===== config.mk =====
export PLATFORM = sky130hd
export DESIGN_NAME = osc_neuron_bank
export DESIGN_NICKNAME = d
export VERILOG_FILES = /design/src/rtl/osc_pkg.sv /design/src/rtl/osc_cell.sv /design/src/rtl/osc_neuron_bank.sv
export SDC_FILE = /design/constraint.sdc
export NUM_CORES = 1
export LEC_CHECK = 0
export CAP_MARGIN = 25
export CORE_ASPECT_RATIO = 0.8
export CORE_MARGIN = 1.5
export CORE_UTILIZATION = 30
export DETAILED_ROUTE_END_ITERATION = 10
export SYNTH_ARGS = -nofsm -noshare
export SYNTH_HDL_FRONTEND = slang
export SYNTH_SLANG_ARGS = --single-unit

===== constraint.sdc =====
create_clock -name clk -period 3.2 [get_ports clk]
set_input_delay 0.8 -clock clk [delete_from_list [all_inputs] [get_ports clk]]
set_output_delay 0.8 -clock clk [all_outputs]
set_load 0.05 [all_outputs]

===== src/rtl/osc_pkg.sv =====
// rtl/osc_pkg.sv - shared types and default parameters for the oscillator neuron bank
package osc_pkg;

  // Channel activity: counting towards threshold, or holding after a spike
  typedef enum logic {
    ST_RUN  = 1'b0,
    ST_REFR = 1'b1
  } osc_state_t;

  localparam int OSC_N_CH = 4;
  localparam int OSC_CW   = 8;
  localparam int OSC_RW   = 4;
  localparam int OSC_KICK = 2;

endpackage


===== src/rtl/osc_cell.sv =====
// rtl/osc_cell.sv - one integrate-and-fire oscillator channel with refractory hold
module osc_cell
  import osc_pkg::*;
#(
  parameter int CW   = OSC_CW,
  parameter int RW   = OSC_RW,
  parameter int KICK = OSC_KICK
) (
  input  logic          i_clk,
  input  logic          i_rst_n,
  input  logic          i_en,
  input  logic [CW-1:0] i_threshold,
  input  logic [RW-1:0] i_refrac,
  input  logic          i_kick,
  output logic          o_spike,
  output logic          o_spike_nxt,
  output logic [CW-1:0] o_count
);

  // One extra bit so count + 1 + KICK can never wrap before the clamp
  localparam logic [CW:0] ONE_W  = (CW+1)'(1);
  localparam logic [CW:0] KICK_W = (CW+1)'(KICK);

  osc_state_t    r_state;
  logic [CW-1:0] r_count;
  logic [RW-1:0] r_rcnt;
  logic          r_spike;

  osc_state_t    w_state_nxt;
  logic [CW-1:0] w_count_nxt;
  logic [RW-1:0] w_rcnt_nxt;
  logic          w_spike_nxt;
  logic [CW:0]   w_sum;

  // Next-state logic: fire at or above threshold, otherwise integrate with saturation
  always_comb begin
    w_state_nxt = r_state;
    w_count_nxt = r_count;
    w_rcnt_nxt  = r_rcnt;
    w_spike_nxt = 1'b0;
    w_sum       = {1'b0, r_count} + ONE_W + (i_kick ? KICK_W : '0);
    if (i_en) begin
      case (r_state)
        ST_RUN: begin
          if (r_count >= i_threshold) begin
            w_spike_nxt = 1'b1;
            w_count_nxt = '0;
            // refrac is sampled only here, so changes wait for the next spike
            if (i_refrac != '0) begin
              w_state_nxt = ST_REFR;
              w_rcnt_nxt  = i_refrac;
            end
          end else if (w_sum >= {1'b0, i_threshold}) begin
            w_count_nxt = i_threshold;
          end else begin
            w_count_nxt = w_sum[CW-1:0];
          end
        end
        ST_REFR: begin
          // Kicks are deliberately ignored while refractory
          w_count_nxt = '0;
          w_rcnt_nxt  = r_rcnt - RW'(1);
          if (r_rcnt == RW'(1)) begin
            w_state_nxt = ST_RUN;
          end
        end
        default: begin
          w_state_nxt = ST_RUN;
        end
      endcase
    end
  end

  // State register with asynchronous clear so a reset abandons any spike or hold
  always_ff @(posedge i_clk or negedge i_rst_n) begin
    if (!i_rst_n) begin
      r_state <= ST_RUN;
      r_count <= '0;
      r_rcnt  <= '0;
      r_spike <= 1'b0;
    end else begin
      r_state <= w_state_nxt;
      r_count <= w_count_nxt;
      r_rcnt  <= w_rcnt_nxt;
      r_spike <= w_spike_nxt;
    end
  end

  assign o_spike     = r_spike;
  assign o_spike_nxt = w_spike_nxt;
  assign o_count     = r_count;

endmodule


===== src/rtl/osc_neuron_bank.sv =====
// rtl/osc_neuron_bank.sv - ring of oscillator channels with nearest-neighbour coupling and sync detect
module osc_neuron_bank
  import osc_pkg::*;
#(
  parameter int N_CH = OSC_N_CH,
  parameter int CW   = OSC_CW,
  parameter int RW   = OSC_RW,
  parameter int KICK = OSC_KICK
) (
  input  logic             clk,
  input  logic             reset,
  input  logic             en,
  input  logic [CW-1:0]    threshold,
  input  logic [RW-1:0]    refrac,
  input  logic             couple_en,
  input  logic [N_CH-1:0]  ext_kick,
  output logic [N_CH-1:0]  spike,
  output logic [N_CH*CW-1:0] phase,
  output logic             sync
);

  logic [N_CH-1:0] w_kick;
  logic [N_CH-1:0] w_spike_nxt;
  logic            r_sync;

  for (genvar i = 0; i < N_CH; i++) begin : g_ch
    // Upstream neighbour in the ring; with one channel it is the channel itself
    localparam int PREV = (i + N_CH - 1) % N_CH;

    assign w_kick[i] = ext_kick[i] | (couple_en & spike[PREV]);

    osc_cell #(
      .CW   (CW),
      .RW   (RW),
      .KICK (KICK)
    ) u_cell (
      .i_clk       (clk),
      .i_rst_n     (reset),
      .i_en        (en),
      .i_threshold (threshold),
      .i_refrac    (refrac),
      .i_kick      (w_kick[i]),
      .o_spike     (spike[i]),
      .o_spike_nxt (w_spike_nxt[i]),
      .o_count     (phase[i*CW +: CW])
    );
  end

  // Sync is registered from the same next-spike terms so it lines up with spike
  always_ff @(posedge clk or negedge reset) begin
    if (!reset) begin
      r_sync <= 1'b0;
    end else begin
      r_sync <= &w_spike_nxt;
    end
  end

  assign sync = r_sync;

endmodule

# Yosys cells after proc, flatten, opt, wreduce, memory -nomap -nowiden
# Index checks and enable logic that the tools add are counted.
# word_totals
regBits	57
inputBits	20
out_inout_bits	37
word_cells	117
# op_classes
addsub	12
magnitude_cmp	8
n_eq_ne	12
n_mux	50
bitwise	12
reduce_logical	6
# op_table
op	n
two-way mux 8 bit	8
case mux 8 bit (2 select lines)	4
adder 8 x 1 -> 9 bit, second input constant	4
adder 9 bit	4
greater-or-equal comparator 9 x 8 -> 1 bit	4
greater-or-equal comparator 8 bit	4
case mux 4 bit (2 select lines)	4
two-way mux 1 bit	21
two-way mux 4 bit	5
equality test 4 x 1 -> 1 bit, second input constant	4
subtractor 4 x 1 -> 4 bit, second input constant	4
AND reduction 3 bit	4
inequality test 2 x 1 -> 1 bit, second input constant	5
two-way mux 2 bit	4
case mux 1 bit (2 select lines)	4
inequality test 2 bit, second input constant	3
bitwise AND 1 bit	4
inverter 1 bit	4
OR 1 bit	4
AND reduction 4 bit	1
nonzero test 4 bit	1

# Longest topological paths before layout
# Gate-level depths: netlist of run 1.
# depth
ltp_word	8
depth_mapped	14
mapped_depth_nobuf	13

# Hierarchy
# From an unflattened synthesis of run 1, not the netlist that was laid out.
# hier_totals
hier_cells	574
hier_area_um2	5361.4
# by_module_without_submodules
module	instances	cells_each	area_per_inst_um2	seq_area_each_um2
osc_cell (g_ch[2].u_cell ...)	2	137	1313.8	350.3
osc_cell (g_ch[1].u_cell)	1	157	1362.6	350.3
osc_cell (g_ch[0].u_cell)	1	137	1307.5	350.3
osc_neuron_bank	1	6	63.8	25.0

# Worst setup path before layout of run 1
# OpenSTA, ideal clock, no wires.
# synth_timing
path_kind	input -> register
startpoint	input port couple_en
endpoint	register g_ch[3].u_cell.r_count[2]
setup_ns	0.131
t_arrival_ns	3.615
slack_ns	-0.546
cell_stages	13
cell_sequence	a21o_1 -> inv_1 -> fa_1 -> or3_1 -> buf_2 -> nor2_1 -> xor2_1 -> ha_1 -> a21o_1 -> a2111oi_0 -> buf_2 -> mux2i_1 -> o22ai_1
# synth_via
elab_chain_cells	8
# synth_lines
item	line_no	rtl
start, declared	osc_neuron_bank.sv:15	input logic couple_en,
bitwise AND 1 bit *	osc_neuron_bank.sv:30	assign w_kick[i] = ext_kick[i] | (couple_en & spike[PREV]);
OR 1 bit *	osc_neuron_bank.sv:30	
two-way mux 2 bit *	osc_cell.sv:41	w_sum = {1'b0, r_count} + ONE_W + (i_kick ? KICK_W : '0);
adder 9 bit *	osc_cell.sv:41	
greater-or-equal comparator 9 x 8 -> 1 bit	osc_cell.sv:53	end else if (w_sum >= {1'b0, i_threshold}) begin
two-way mux 8 bit *	osc_cell.sv:53	
two-way mux 8 bit *	osc_cell.sv:45	if (r_count >= i_threshold) begin
case mux 8 bit (2 select lines) *	osc_cell.sv:43	case (r_state)
end signal, assigned	osc_cell.sv:83	r_count <= w_count_nxt;
end, declared	osc_cell.sv:25	logic [CW-1:0] r_count;
# Every way passes the cells marked *; elsewhere a longest branch is shown, timed or not.
# A chain may end at the register's enable or synchronous reset.

# Worst setup path in the final report of run 1
# layout_timing
startpoint	input port couple_en
endpoint	register g_ch[3].u_cell.r_count[3]
# Same word-level chain as after synthesis.

==> reports/metrics.csv, run 1 <==
stage,metric,value,unit
setup_path,WS Path Type,primary input to flip-flop,
timing,Pins Over Slew Limit,0,
global_route,antenna violations before repair,0,
clock_tree,clock tree buffer depth,2,
timing,RSZ-0062 raised after global routing,true,
run_status,status,"finished, violations left",
clock_tree,hold buffer count at CTS,0,
clock_tree,H-Tree Level Count,3,
global_route,first-pass GRT wire length,26.51,mm
routing,drt via density,5.250,
setup_path,cell count along the critical path,14,
global_route,Total GRT Usage,18.93,%
global_route,pin count of the biggest net entering global routing,44,
pwr,Max VDD drop,0.3529,mV
pwr,Pwr Density,858.2,nW/um^2
synthesis,Syn Area/Cell,9.099,sq um
setup_path,critical path arrival,3.69,ns
timing,Final WS setup,-0.2284,ns
clock_tree,root buf cell,clkbuf_16,
routing,initial detailed-routing violation count,324,
synthesis,count of cell types in the netlist,68,
run_status,failing checks,negative setup slack,
clock_tree,TritonCTS Buffers,9,
setup_path,"most used cell, CP",a21o_1,
min_path,hold crit path type,primary input to asynchronous set/reset pin,
pwr,Tot Pwr,6536,uW
setup_path,CP Cell Sequence,"buf_8, a21o_4, ha_4, a21o_1, and2_4, nand3_4, xnor2_2, ha_1, a21o_1, a21o_1, a2111oi_4, buf_4, mux2_4, o22ai_2",
synthesis,"area leader, netlist",dfrtp_1,
clock_tree,CTS sink count,57,
routing,drt drc,0,
setup_path,number of buffers and inverters on the critical path,2,
routing,vias after detailed routing,4930,
synthesis,sequential-to-total area share from yosys stat,27.55,%
placed_design,hpwl dp,12.45,mm
placed_design,Placed Instance Area,6601,sq um
clock_tree,"Clk Latency, worst-skew pair",0.34,ns
setup_path,critical path's slowest cell,a2111oi_4,
global_route,vias in the first global route,5055,
floorplan,Top Ports,57,
pwr,Power Internal,3584,uW
timing,Rel. slew slack,58.79,%
synthesis,Syn Std Cell Area,5177,sq um
cells_and_area,share of layout cells above drive strength 1,31.02,%
pwr,clock share of power,17.6,%
timing,WHS,0.4764,ns
global_route,global route overflow,0,
synthesis,Yosys reg bits,57,
pwr,Combinational Power Share,59.8,%
timing,Finish-stage setup viols,32,
timing,"Hold Vio Cnt, Final",0,
timing,Tmin final,3.428,ns
setup_path,critical path capture point type,flip-flop,
setup_path,Worst path max stage delay,0.43,ns
synthesis,syn nets,669,
cells_and_area,"Design Area, Final",7616,sq um
synthesis,Synth warnings,0,
cells_and_area,Final Net Count,814,
floorplan,Core ar.,16710,sq um
timing,Worst-Margin Slew,0.6181,ns
cells_and_area,# diodes,0,
setup_path,Top delay family on crit path,compound AO/OA/AOI/OAI gates,
timing,skew final,0.01178,ns
placed_design,IO buf count,56,
setup_path,FF-to-FF path depth,13,
setup_path,CP Launch Type,primary input,
setup_path,worst path required time,3.46,ns
routing,ANT nets after route,0,
placed_design,gp weighted congestion,0.8641,
synthesis,cell count after synthesis,569,
synthesis,"EDFF count, synth",0,
synthesis,ys flop type,dfrtp_1,
setup_path,crit-path max FO,3,
clock_tree,TritonCTS clock tree,done,
pwr,Psw,2952,uW
floorplan,total die area,18060,sq um
clock_tree,"Reg clk slew, reported paths",0.06,ns
routing,Routed WL,16.81,mm
synthesis,area share of the largest cell type after synthesis,27.55,%
cells_and_area,Final Util,45.57,%
pwr,Sw Share,45.17,%
synthesis,Synth async-reset ratio,100.0,%
flow_run,Max-Cap Viols,0,
timing,fmax,0.2917,GHz
routing,DR pass1 iterations,4,
pwr,Sequential Power Share,22.6,%
floorplan,Placement Rows,42,
synthesis,Synth area leaders,"dfrtp_1 28%, ha_1 18%, mux2i_1 6.0%",
floorplan,starting density of the core,30.98,%
floorplan,Die Y,120.5,microns
cells_and_area,P&R area growth vs syn,47.10,%
pwr,P_leak,0.003532,uW
timing,post-route clock period utilization,107.1,%
routing,routed length per placed instance,17.90,microns
floorplan,Die Width,149.9,microns
==> flip-flops by register name (all words and copies together), names as in the netlist <==
| signal | count |
|---|---|
| g_ch.u_cell.r_state | 4 |
| g_ch.u_cell.o_count | 32 |
| sync | 1 |
| g_ch.u_cell.o_spike | 4 |
| g_ch.u_cell.r_rcnt | 16 |
==> worst paths after layout <==
| path | from | end | slack, ns |
|---|---|---|---|
| worst max register to register | g_ch[2].u_cell.o_spike | g_ch[3].u_cell.o_count[3] | -0.06 |
| worst min-delay path | reset | g_ch[1].u_cell.r_rcnt[0] | 0.48 |
| worst max-delay path | couple_en | g_ch[3].u_cell.o_count[3] | -0.23 |
| max in group asynchronous | reset | g_ch[0].u_cell.o_count[6] | 2.04 |
| worst min register to register | g_ch[1].u_cell.r_rcnt[1] | g_ch[1].u_cell.r_rcnt[1] | 0.52 |
| min in group clk | g_ch[1].u_cell.r_rcnt[1] | g_ch[1].u_cell.r_rcnt[1] | 0.52 |
==> timing repair <==
item                       CTS  global route
buffers inserted            14             9
pin swaps                   44            50
setup endpoints to repair   32            39
hold endpoints to repair     0             0
resized for setup           55            48
==> power groups by stage <==
stage / combinational [uW] / clock, uW / sequential (uW)
global route: 4260 / 1200 / 1530
finish: 3910 / 1150 / 1480
floorplan: 2000 / 0 / 1720
global placement: 3390 / 0 / 1420
detailed placement: 3500 / 0 / 1440
CTS: 3670 / 1170 / 1440
==> worst reg2reg max path, cell delays in order, from the launching register on <==
cell and delay [ns]:
dfrtp_1 0.40, a21o_4 0.24, ha_4 0.26, a21o_1 0.14, and2_4 0.17, nand3_4 0.08, xnor2_2 0.18, ha_1 0.32
a21o_1 0.16, a21o_1 0.19, a2111oi_4 0.43, buf_4 0.19, mux2_4 0.29, o22ai_2 0.13
==> placed cells by master (no fill, tap or decap), types with 5 or more instances in the layout <==
cell type        synthesis  final
inv_1                   39     34
nor2_1                  25     21
o21ai_0                 17     17
o22ai_1                 16     14
nand2_1                 43     41
nor3_1                  11     10
o2bb2ai_1               12     11
nand3_1                 24     19
buf_4                    4     94
inv_2                    4      9
ha_1                    76     71
o221ai_2                 6      6
mux2i_1                 31     29
a21oi_1                 22     15
clkbuf_16                0      9
dfrtp_1                 57     57
ha_4                     0      5
a21oi_2                  4      9
nand2b_1                 7      7
a21o_1                  15     12
xnor2_2                  0      5
buf_6                    2     13
a31oi_1                 10      8
clkdlybuf4s50_1          0     46
xnor2_1                 19     12
==> per-stage QoR <==
stage	instances	setup TNS, ns	setup slack (ns)
2_1_floorplan	569	-3.771	-0.2673
3_3_place_gp	900	-31.26	-1.024
3_5_place_dp	900	-35.31	-1.116
4_1_cts	930	-4.375	-0.2507
5_1_grt	939	-6.579	-0.3454
6_report	939	-3.780	-0.2284
==> synthesized netlist by cell type, types with 7 or more instances <==
| cell | n |
|---|---|
| inv_1 | 39 |
| ha_1 | 76 |
| nor3_1 | 11 |
| a21o_1 | 15 |
| a31oi_1 | 10 |
| nand3_1 | 24 |
| dfrtp_1 | 57 |
| mux2i_1 | 31 |
| a21oi_1 | 22 |
| nand2_1 | 43 |
| nand2b_1 | 7 |
| o21ai_0 | 17 |
| nor2_1 | 25 |
| clkbuf_1 | 20 |
| o22ai_1 | 16 |
| xnor2_1 | 19 |
| o2bb2ai_1 | 12 |
==> routing by layer <==
layer / GRT usage [%] / vias to the layer above / wire length [microns]
li1: - / 2368 / -
met1: 26.18 / 2372 / 7972
met2: 29.16 / 162 / 7604
met3: 3.660 / 28 / 845
met4: 6.985 / 0 / 384
met5: 0 / - / 0
==> logic make-up after synthesis <==
logic type | count (synthesis) | synth area share (%)
muxes | 34 | 6.646
adders and majority gates | 80 | 19.91
buffers and inverters | 74 | 6.017
xor gates and xnor gates | 23 | 3.891
AOI/OAI and AO/OA | 145 | 20.76
DFF | 57 | 27.55
and+or+nand+nor | 156 | 15.23
==> final cells by class <==
type,instances,area (sq um)
flip-flops and latches,57,1426
fillers,1565,9095
well taps,220,275.3
clock buffers,11,242.7
repair buffers,164,1448
inverters,44,165.2
clock inverters,5,102.6
multi-input cells,438,3956
Note: power is estimated with default switching activity, not from simulation.
==> run 2: changes to the inputs <==
--- a/config.mk
+++ b/config.mk
@@ -13,3 +13,4 @@
 export SYNTH_ARGS = -nofsm -noshare
 export SYNTH_HDL_FRONTEND = slang
 export SYNTH_SLANG_ARGS = --single-unit
+export TNS_END_PERCENT = 1
==> reports/metrics.csv, run 2 (synthesized netlist as in run 1, its figures left out) <==
stage,metric,value,unit,change
clock_tree,root buf cell,clkbuf_16,,
clock_tree,"Reg clk slew, reported paths",0.06,ns,about the same
global_route,antenna violations before repair,0,,unchanged
clock_tree,TritonCTS clock tree,done,,
cells_and_area,P&R area growth vs syn,42.85,%,
timing,RSZ-0062 raised after global routing,true,,
flow_run,Max-Cap Viols,0,,unchanged
global_route,GR Util met3,3.585,%,-0.075 points
placed_design,hpwl dp,12.13,mm,-2.6%
routing,DR pass1 iterations,6,,+2
global_route,first-pass GRT wire length,25.60,mm,-3.4%
placed_design,Placed Instance Area,6561,sq um,-0.61%
setup_path,WS Path Type,primary input to flip-flop,,
routing,drt drc,0,,unchanged
min_path,hold crit path type,primary input to asynchronous set/reset pin,,
global_route,met1 usage,25.76,%,-0.42 points
timing,Finish-stage setup viols,32,,unchanged
timing,skew final,0.003770,ns,-0.008012 ns
placed_design,gp weighted congestion,0.8588,,-0.61%
setup_path,crit-path max FO,7,,+4
timing,Worst-Margin Slew,0.6957,ns,+0.07765 ns
routing,vias after detailed routing,4873,,-1.2%
routing,Routed WL,16.37,mm,-2.6%
routing,ANT nets after route,0,,unchanged
global_route,GR Util met2,29.13,%,about the same
floorplan,Die Width,149.9,microns,unchanged
pwr,Pwr Density,853.8,nW/um^2,-0.51%
timing,Final WS setup,-0.2793,ns,-0.05087 ns
floorplan,Core ar.,16710,sq um,unchanged
global_route,busiest grt layer,met2,,
clock_tree,CTS sink count,57,,unchanged
timing,Pins Over Slew Limit,0,,unchanged
clock_tree,H-Tree Level Count,3,,unchanged
routing,routed length per placed instance,17.52,microns,-2.1%
routing,initial detailed-routing violation count,270,,-17%
cells_and_area,# diodes,0,,unchanged
run_status,failing checks,negative setup slack,,
setup_path,critical path capture point type,flip-flop,,
pwr,Tot Pwr,6315,uW,-3.4%
clock_tree,TritonCTS Buffers,9,,unchanged
pwr,Max VDD drop,0.3797,mV,+7.6%
routing,drt via density,5.217,,-0.63%
cells_and_area,"Design Area, Final",7396,sq um,-2.9%
cells_and_area,most frequent cells in the layout,"94 x buf_4, 72 x ha_1, 57 x dfrtp_1",,
floorplan,total die area,18060,sq um,unchanged
clock_tree,clock tree buffer depth,2,,unchanged
cells_and_area,max reg flops,32,,unchanged
cells_and_area,fin cells,934,,-0.53%
global_route,Total GRT Usage,18.36,%,-0.57 points
setup_path,critical path arrival,3.69,ns,about the same
setup_path,worst path required time,3.41,ns,-0.05 ns
floorplan,starting density of the core,30.98,%,unchanged
setup_path,CP Launch Type,primary input,,
floorplan,Top Ports,57,,unchanged
floorplan,Placement Rows,42,,unchanged
global_route,pin count of the biggest net entering global routing,44,,unchanged
placed_design,DP Worst Slack,-1.143,ns,-0.02714 ns
cells_and_area,Final Net Count,809,,-0.61%
timing,"Hold Vio Cnt, Final",0,,unchanged
timing,fmax,0.2874,GHz,-1.5%
run_status,status,"finished, violations left",,
global_route,vias in the first global route,4779,,-5.5%
placed_design,IO buf count,56,,unchanged
floorplan,Die Y,120.5,microns,unchanged
cells_and_area,"most common cell after layout, fill and taps aside",buf_4,,
timing,Tmin final,3.479,ns,+0.05087 ns
timing,Rel. slew slack,53.62,%,-5.2 points
global_route,global route overflow,0,,unchanged
pwr,P_leak,0.003436,uW,-2.7%
timing,post-route clock period utilization,108.7,%,+1.6 points
clock_tree,hold buffer count at CTS,0,,unchanged
cells_and_area,share of layout cells above drive strength 1,28.57,%,-2.4 points
placed_design,DP Cell Count,900,,unchanged
clock_tree,"Clk Latency, worst-skew pair",0.34,ns,about the same
-- run 2: report_power, final --
part	switching (uW)	total, uW	internal [uW]	leakage, uW
Combinational	2040	3770	1730	0.00254
Sequential	481	1460	980	0.000744
Clock	394	1080	690	0.000157
Total	2910	6310	3400	0.00344
-- run 2: metrics by stage --
step	utilization, %	setup TNS (ns)	hold slack (ns)
2_1_floorplan	-	-5.101	0.4838
3_3_place_gp	39.26	-31.06	0.5033
3_5_place_dp	39.26	-33.81	0.5164
4_1_cts	42.90	-6.869	0.5244
5_1_grt	44.26	-9.899	0.5465
6_report	44.26	-6.082	0.5076
-- run 2: worst max-delay path, cell delays in order --
cell and delay, ns:
buf_8 0.07, a21o_4 0.15, buf_6 0.10, buf_6 0.08, inv_2 0.03, fa_2 0.34, nand3b_1 0.25, buf_6 0.17
xnor2_2 0.12, ha_1 0.31, a21o_1 0.20, a221oi_4 0.26, o21ai_2 0.12, a31oi_4 0.33, mux2i_1 0.25, o22ai_1 0.10
-- run 2: metal layers --
layer / up-vias / wire, microns
li1: 2368 / -
met1: 2348 / 7759
met2: 133 / 7571
met3: 24 / 771
met4: 0 / 263
met5: - / 0
-- run 2: path summary, 6_finish.rpt --
| check | startpoint | endpoint | slack, ns | cells after the start |
|---|---|---|---|---|
| max | couple_en | g_ch[2].u_cell.o_count[1] | -0.28 | 16 |
| min | reset | g_ch[3].u_cell.r_rcnt[1] | 0.51 | 1 |
| max reg2reg | g_ch[1].u_cell.o_spike | g_ch[2].u_cell.o_count[1] | -0.13 | 15 |
| min reg2reg | g_ch[1].u_cell.r_rcnt[1] | g_ch[1].u_cell.r_rcnt[1] | 0.53 | 1 |
| max in group asynchronous | reset | g_ch[3].u_cell.r_rcnt[0] | 1.94 | 2 |
| min in group clk | g_ch[1].u_cell.r_rcnt[1] | g_ch[1].u_cell.r_rcnt[1] | 0.53 | 1 |
-- run 2: cell type report --
class / count / area (sq um)
repair buffers: 159 / 1365
well taps: 220 / 275.3
inverters: 44 / 165.2
multi-input cells: 438 / 3836
clock inverters: 7 / 102.6
clock buffers: 9 / 225.2
flip-flops and latches: 57 / 1426
fillers: 1594 / 9315
-- run 2: repair_timing --
| action | CTS | global route |
|---|---|---|
| resized for setup | 45 | 34 |
| pin swaps | 37 | 27 |
| setup endpoints to repair | 32 | 36 |
| setup buffers | 16 | 2 |
==> edit (settings of run 2) <==
Register the output `spike`, without a reset; this adds one clock of latency there. The other outputs are not delayed to match. Comments in the files are not updated.
--- a/src/rtl/osc_neuron_bank.sv
+++ b/src/rtl/osc_neuron_bank.sv
@@ -20,4 +20,6 @@
 );
 
+  logic [N_CH-1:0] spike_d;
+
   logic [N_CH-1:0] w_kick;
   logic [N_CH-1:0] w_spike_nxt;
@@ -28,5 +30,5 @@
     localparam int PREV = (i + N_CH - 1) % N_CH;
 
-    assign w_kick[i] = ext_kick[i] | (couple_en & spike[PREV]);
+    assign w_kick[i] = ext_kick[i] | (couple_en & spike_d[PREV]);
 
     osc_cell #(
@@ -41,5 +43,5 @@
       .i_refrac    (refrac),
       .i_kick      (w_kick[i]),
-      .o_spike     (spike[i]),
+      .o_spike     (spike_d[i]),
       .o_spike_nxt (w_spike_nxt[i]),
       .o_count     (phase[i*CW +: CW])
@@ -58,3 +60,7 @@
   assign sync = r_sync;
 
+  always_ff @(posedge clk) begin
+    spike <= spike_d;
+  end
+
 endmodule
Behaviour: not the same (a bounded check fails within 4 cycles, from zero or initial values and one cycle with reset low).
==> edit against run 2 <==
Largest power group unchanged; synthesized area up 1.5%; sequential cell count up 4; combinational power down 1%; critical path depth down 1; clock skew up 1.6 ps; total power down 1.7%; wire length up 3.4%; setup slack better by 39 ps; critical path type unchanged; final area down 0.93%; utilization down 1.7 points; the flow still finishes with violations (setup timing).
==> edit: results (changes against run 2) <==
| Metric | Value |
|---|---|
| Status | `finished with violations` |
| Failing checks | `setup timing` |
| Fin Hold WS | `371 ps (-136 ps)` |
| Vias in the first global route | `5087 (+6.4%)` |
| GRT Total Usage | `19.1% (+0.74 points)` |
| First-pass GRT wire length | `26700 um (+4.3%)` |
| GR Util met3 | `2.74% (-0.84 points)` |
| Synth async-reset ratio | `93.4% (-6.6 points)` |
| Post-cts sizing count | `41 (-8.9%)` |
| Layout Cells excl Fill | `948 (+1.5%)` |
| Hold Crit Class | `flop to flop` |
| Post-synthesis sequential area ratio | `28.7% (+1.1 points)` |
| Endpoints failing setup | `32 (unchanged)` |
| DRT iter0 DRCs | `471 (+74%)` |
| Total number of vias | `5000 (+2.6%)` |
| Reg2reg end | `g_ch[2].u_cell.o_count[5]` |
| R2R cell count | `13 (-2)` |
| Met1 wire length | `7720 um (-0.49%)` |
| Netlist cell types | `64 (-5.9%)` |
| Delay of the slowest critical-path stage | `410 ps (+70 ps)` |
| Largest net degree at the start of global routing | `58 (+32%)` |
| VDD IR-drop max | `0.406 mV (+7.0%)` |
| Pleak | `3.43 nW (-0.23%)` |
| Pre-antenna DRT Iters | `5 (-1)` |
| Nets@finish | `818 (+1.1%)` |
| Routed wire per std cell | `17.8 um (+1.8%)` |
| Layout cells sized above 1 | `24.5% (-4.1 points)` |
| Routability Congestion | `0.905 (+5.3%)` |
| Wire length on met2 | `7760 um (+2.5%)` |
| Final setup margin | `-240 ps (+39.3 ps)` |
| Synth top area cells | `dfrtp_1 27%, ha_1 18%, mux2i_1 6.7%` |
| Worst-path fanout max | `6 (-1)` |
| Syn Nets | `677 (+1.2%)` |
| Worst Path Arrival | `3650 ps (-40 ps)` |
| Critical Path End | `g_ch[3].u_cell.o_count[2]` |
| Post-DP HPWL | `12400 um (+2.0%)` |
| Met2 GRT Util | `30.0% (+0.84 points)` |
| Post-synth top cells | `76 x ha_1, 57 x dfrtp_1, 45 x nand2_1` |
| FF-to-FF Start | `g_ch[2].u_cell.o_count[1]` |
| Avg Inst Size Synth | `9.11 um^2 (+0.11%)` |
-- edit: area by class of cell --
class	count	area, um^2
Timing Repair Buffer	156	1340
Inverter	47	176
Multi-Input combinational cell	443	3730
Sequential cell	61	1510
Clock buffer	12	246
Tap cell	225	282
Clock inverter	4	47.5
Fill cell	1619	9890
-- edit: report_power, final --
part | leakage, nW | switching (mW) | internal (mW)
Combinational | 2.51 | 2.03 | 1.69
Clock | 0.143 | 0.379 | 0.622
Sequential | 0.778 | 0.452 | 1.04
-- edit: cells by family after synthesis --
kind of cell	share of synthesized area [%]
AOI/OAI and AO/OA	19.8
xor gates and xnor gates	3.83
adders and majority gates	19.6
buffers and inverters	5.64
DFF	28.7
muxes	7.09
and+or+nand+nor	15.3
-- edit: through the flow --
step           setup WS, ps  total power, mW  area (um^2)
6_report               -240             6.21         7330
5_1_grt                -405             6.66         7330
4_1_cts                -336             6.08         7150
3_5_place_dp          -1130             4.93         6680
3_3_place_gp          -1120             4.81         6680
2_1_floorplan          -367             3.73         5300
